## src/rtl/pc_unit.sv

```systemverilog
// rtl/pc_unit.sv - registered next-PC selector for the MIPS fetch stage
//
// Ports:
//   CLK          clock, all state updates on the rising edge
//   RESET        synchronous active-high reset
//   EN           fetch enable, 0 stalls the PC
//   BR_TAKEN     resolved conditional branch taken
//   BR_TARGET    branch target
//   JUMP         unconditional jump / jump-register (wins over BR_TAKEN)
//   JUMP_TARGET  jump target
//   EXC          exception request, overrides everything but RESET
//   PC_OUT       current fetch address (registered)
//   LINK_OUT     return address, PC_OUT + 2*INC with a delay slot, else PC_OUT + INC
//   PC_VALID     PC_OUT holds a fetchable address
//   SLOT_PENDING a redirect is queued behind the delay-slot fetch
//   MISALIGN     one-cycle pulse when a redirect target was misaligned
module pc_unit #(
    parameter int               WIDTH        = 32,
    parameter int               INC          = 4,
    parameter logic [WIDTH-1:0] RESET_VECTOR = 32'h0000_0000,
    parameter logic [WIDTH-1:0] EXC_VECTOR   = 32'h8000_0180,
    parameter int               DELAY_SLOT   = 1
) (
    input  logic             CLK,
    input  logic             RESET,
    input  logic             EN,
    input  logic             BR_TAKEN,
    input  logic [WIDTH-1:0] BR_TARGET,
    input  logic             JUMP,
    input  logic [WIDTH-1:0] JUMP_TARGET,
    input  logic             EXC,
    output logic [WIDTH-1:0] PC_OUT,
    output logic [WIDTH-1:0] LINK_OUT,
    output logic             PC_VALID,
    output logic             SLOT_PENDING,
    output logic             MISALIGN
);

    typedef enum logic [0:0] {
        SEQ  = 1'b0,
        SLOT = 1'b1
    } state_t;

    localparam logic [WIDTH-1:0] INC_W  = WIDTH'(INC);
    localparam logic [WIDTH-1:0] LINK_W = WIDTH'((DELAY_SLOT != 0) ? 2 * INC : INC);
    // INC is a power of two, so INC-1 masks exactly the low log2(INC) bits;
    // with INC=1 the mask is zero and no target can be misaligned.
    localparam logic [WIDTH-1:0] ALIGN_MASK = WIDTH'(INC - 1);

    state_t           state_q, state_d;
    logic [WIDTH-1:0] pc_q, pc_d;
    logic [WIDTH-1:0] pending_q, pending_d;
    logic             valid_q;
    logic             misalign_q, misalign_d;

    logic             redirect;
    logic [WIDTH-1:0] target;
    logic             target_misaligned;
    logic [WIDTH-1:0] pc_seq;

    assign redirect          = JUMP | BR_TAKEN;
    assign target            = JUMP ? JUMP_TARGET : BR_TARGET;
    assign target_misaligned = |(target & ALIGN_MASK);
    assign pc_seq            = pc_q + INC_W;

    always_ff @(posedge CLK) begin
        if (RESET) begin
            state_q    <= SEQ;
            pc_q       <= RESET_VECTOR;
            pending_q  <= '0;
            valid_q    <= 1'b0;
            misalign_q <= 1'b0;
        end else begin
            state_q    <= state_d;
            pc_q       <= pc_d;
            pending_q  <= pending_d;
            valid_q    <= 1'b1;
            misalign_q <= misalign_d;
        end
    end

    always_comb begin
        state_d    = state_q;
        pc_d       = pc_q;
        pending_d  = pending_q;
        misalign_d = 1'b0;

        if (EXC) begin
            pc_d      = EXC_VECTOR;
            state_d   = SEQ;
            pending_d = '0;
        end else if (EN) begin
            case (state_q)
                SEQ: begin
                    if (!redirect) begin
                        pc_d = pc_seq;
                    end else if (target_misaligned) begin
                        pc_d       = EXC_VECTOR;
                        misalign_d = 1'b1;
                    end else if (DELAY_SLOT != 0) begin
                        // Fetch the delay-slot instruction first, park the target.
                        pending_d = target;
                        pc_d      = pc_seq;
                        state_d   = SLOT;
                    end else begin
                        pc_d = target;
                    end
                end
                SLOT: begin
                    // A branch sitting in the delay slot is architecturally ignored.
                    pc_d    = pending_q;
                    state_d = SEQ;
                end
                default: begin
                    state_d = SEQ;
                end
            endcase
        end
    end

    assign PC_OUT       = pc_q;
    assign LINK_OUT     = pc_q + LINK_W;
    assign PC_VALID     = valid_q;
    assign SLOT_PENDING = (state_q == SLOT);
    assign MISALIGN     = misalign_q;

endmodule

```

## config.mk

```make
export PLATFORM = sky130hd
export DESIGN_NAME = pc_unit
export DESIGN_NICKNAME = d
export VERILOG_FILES = /design/src/rtl/pc_unit.sv
export SDC_FILE = /design/constraint.sdc
export NUM_CORES = 1
export LEC_CHECK = 0
export ABC_CLOCK_PERIOD_IN_PS = 4700
export CAP_MARGIN = 15
export CELL_PAD_IN_SITES_DETAIL_PLACEMENT = 2
export CELL_PAD_IN_SITES_GLOBAL_PLACEMENT = 2
export CORE_ASPECT_RATIO = 1.5
export CORE_MARGIN = 1.5
export CORE_UTILIZATION = 33
export DETAILED_ROUTE_END_ITERATION = 16
export DONT_BUFFER_PORTS = 1
export PLACE_DENSITY = 0.82
export SETUP_SLACK_MARGIN = 0.3
export SLEW_MARGIN = 25
export SYNTH_ARGS = -nofsm -noshare
export SYNTH_HDL_FRONTEND = slang
export SYNTH_SLANG_ARGS = --single-unit
```

## constraint.sdc

```tcl
create_clock -name CLK -period 4.7 [get_ports CLK]
set_clock_uncertainty 0.1 [all_clocks]
set_input_delay 0.94 -clock CLK [delete_from_list [all_inputs] [get_ports CLK]]
set_output_delay 0.94 -clock CLK [all_outputs]
set_load 0.05 [all_outputs]
```

==> flow_summary_export.csv <==
group,metric,value,unit
outcome,status,"complete, no violations",
sta,finalSetupViolCount,0,
sta,finalHoldViolations,0,
synth,ys_seq_elements,67,
routing,ant_nets,0,
pwr,peakVddDrop,193,uV
synth,async_reset_ff_share,0,%
clock_tree,cts_tree,"yes",
sta,relSlewSlack,32.2,%
floorplan,start_util,34.1,%
pwr,p_leak,0.00164,uW
sta,period_share,87.4,%
sta,fmax,243,MHz
sta,setup_tns,0,ns
placed_design,dp_hpwl,10900,um
min_path,min_from,"pending_q[1]$_SDFFE_PP0P_",
cells_and_area,syn_to_final_growth,16.3,%
clock_tree,htreeDepth,3,
routing,num_vias,4006,
synth,ys_types,50,
setup_path,critPathKind,"reg -> out",
grt,overflow,0,
cells_and_area,nets,581,
floorplan,dieArea,0.0126,sq mm
clock_tree,cts_resized,0,
setup_path,endpoint_kind,"output pin",
synth,synthesis.nets,576,
floorplan,rows,48,
synth,synth_area,0.00395,sq mm
setup_path,worstPathArrival,3.07,ns
clock_tree,cts_root_buf,"clkbuf_16",
pwr,power.density,316,mW/mm^2
clock_tree,cts_buffer_depth,2,
sta,max_slew.worst_pin.slew,1.02,ns
floorplan,ios,137,
synth,synth_ff_type,"dfxtp_1",
clock_tree,holdBufCountCts,0,
synth,yosysSeqAreaShare,34.0,%
synth,avgSynthCellArea,7.83,sq um
setup_path,worstSetupStartpoint,"PC_OUT[11]$_SDFFE_PP0P_",
setup_path,required,3.66,ns
min_path,hold_path.class,"reg -> reg",
floorplan,die_w,92.3,um
sta,rsz0062_at_grt,"false",
routing,drc,0,
clock_tree,clk_pin_slew,0.06,ns
grt,grt_pass1_vias,4271,
grt,gr-usage-all-layers,24.8,%
synth,synth_top_cell_area_share,34.0,%
synth,yosys_warnings,0,
clock_tree,cts_setup_buffers,0,
job,cap_violations,0,
sta,drv_slew,0,
routing,drtIter0Drc,252,
placed_design,portBuffers,0,
setup_path,startpoint_type,"register",
clock_tree,clock-sinks,67,
floorplan,dieHeight,137,um
synth,synth_top_area_cell,"dfxtp_1",
cells_and_area,n_antenna_cell,0,
synth,synth.top_cells.by_area,"dfxtp_1, mux2i_1, nor2_1, a211oi_1, nand2_1",
routing,wire_per_inst,23.2,um
synth,synth_edf_count,0,
routing,dr.pass1.iters,4,
synth,synth_cells,504,
grt,grt_pass1_wl,24000,um
floorplan,core-area,0.0116,sq mm
cells_and_area,nFillCells,1299,
setup_path,critPathMaxFanout,8,
sta,finalCriticalPeriod,4.11,ns
clock_tree,clock_latency,0.34,ns
grt,grt_max_degree,45,
routing,drt-total-wl,15400,um
cells_and_area,post_route_cells_drive_above_1_share,13.2,%
setup_path,r2r-start,"PC_OUT[11]$_SDFFE_PP0P_",
grt,antenna_found_initial,0,
placed_design,gp_congestion,0.870,
routing,vias_per_cell,6.03,
sta,holdWs,0.381,ns
clock_tree,numCtsBuffers,9,
## registers in the layout (all words and copies together), names as in the netlist, named ones only
signal and flops:
SLOT_PENDING 1, PC_VALID 1, PC_OUT 30, MISALIGN 1
pending_q 32
## logic make-up (layout without fill, tap and decap cells)
logic type	count (synthesis)	after routing	synth area share, %
mux	31	31	7.86
compound gates	126	126	22.1
simple gates	192	192	23.2
buf+inv	59	69	6.18
xor+xnor	27	27	5.99
flops	67	67	34.0
fa+ha+maj	2	2	0.634
## layout make-up
type	count	area [sq um]	share of cell area [%]
multi-input combinational	378	2390	52.1
sequential	67	1340	29.2
timing repair buffer	43	323	7.03
clock buffer	10	229	4.99
tap	150	188	4.09
clock inverter	6	80.1	1.74
inverter	10	37.5	0.817
## routing by layer
metal / GRT usage, % / vias up / wire length (um)
met5: 0 / - / 0
met4: 9.06 / 0 / 282
met3: 5.11 / 22 / 839
met2: 44.0 / 128 / 8100
met1: 29.1 / 2010 / 6210
li1: - / 1846 / -
## critical path, cell delays in order, from the launching register on
cell and delay [ns]:
dfxtp_1 0.81, nand4_1 0.24, or3_1 0.55, nor3_2 0.49, nand4_1 0.18, xnor2_1 0.21, buf_4 0.23
## final timing paths
| path | endpoint | slack [ns] | cells past startpoint |
|---|---|---|---|
| max | LINK_OUT[27] | 0.59 | 6 |
| min | pending_q[1]$_SDFFE_PP0P_ | 0.38 | 1 |
| max reg2reg | PC_OUT[24]$_SDFFE_PP0P_ | 1.67 | 5 |
| min reg2reg | pending_q[1]$_SDFFE_PP0P_ | 0.38 | 1 |
## synth_stat cells (2+ instances only)
library cell  instances
nor4_1                2
nor2_1               65
a31oi_1               8
or2_1                 2
nor3b_1               2
and2_1                2
nor3_2                2
and3_1               13
o211ai_1              8
dfxtp_1              67
xor2_1               10
or4_1                 6
buf_4                 3
a21oi_1              18
xnor2_1              17
or3_1                 2
nand2_1              46
a32o_1                8
buf_1                 3
a22oi_1               6
o21ai_0              21
nand4_1               9
nor3_1               11
nor2b_1               2
nand3_1              23
o22ai_1               4
a211oi_1             32
ha_1                  2
clkbuf_1             39
a32oi_1               7
inv_1                10
buf_2                 3
mux2i_1              31
o31ai_1               4
## stage by stage
| step | total power [uW] | std cells | setup slack, ns | utilization, % | area [sq um] |
|---|---|---|---|---|---|
| floorplan | 706 | 504 | 0.693 | - | 3950 |
| CTS | 1450 | 664 | 0.538 | 39.5 | 4580 |
| global placement | 730 | 648 | 1.06 | 36.8 | 4270 |
| finish | 1450 | 664 | 0.593 | 39.6 | 4590 |
| detailed placement | 734 | 648 | 0.941 | 36.8 | 4270 |
| global route | 1490 | 664 | 0.399 | 39.6 | 4590 |
## power breakdown
part,internal [uW],switching [uW]
clock,461,265
combinational,40.5,91.2
sequential,577,14.9
## placed cells by master (no fill, tap or decap), drive strengths merged, types with 2 or more instances in the layout
master / instances
nor3b: 2
a31oi: 8
ha: 2
nor4: 3
a211oi: 32
o21ai: 21
clkbuf: 10
inv: 10
a32o: 8
or3: 2
and2: 2
xnor2: 17
a21oi: 18
dfxtp: 67
o22ai: 4
mux2i: 31
nor2: 65
nand2: 46
nor2b: 2
o211ai: 8
a32oi: 7
nand3: 23
or2: 2
bufinv: 2
xor2: 10
nand4: 10
clkinv: 4
a22oi: 6
nor3: 13
o31ai: 4
and3: 13
buf: 43
or4: 6
No activity file was read; power rests on OpenSTA's default activity.
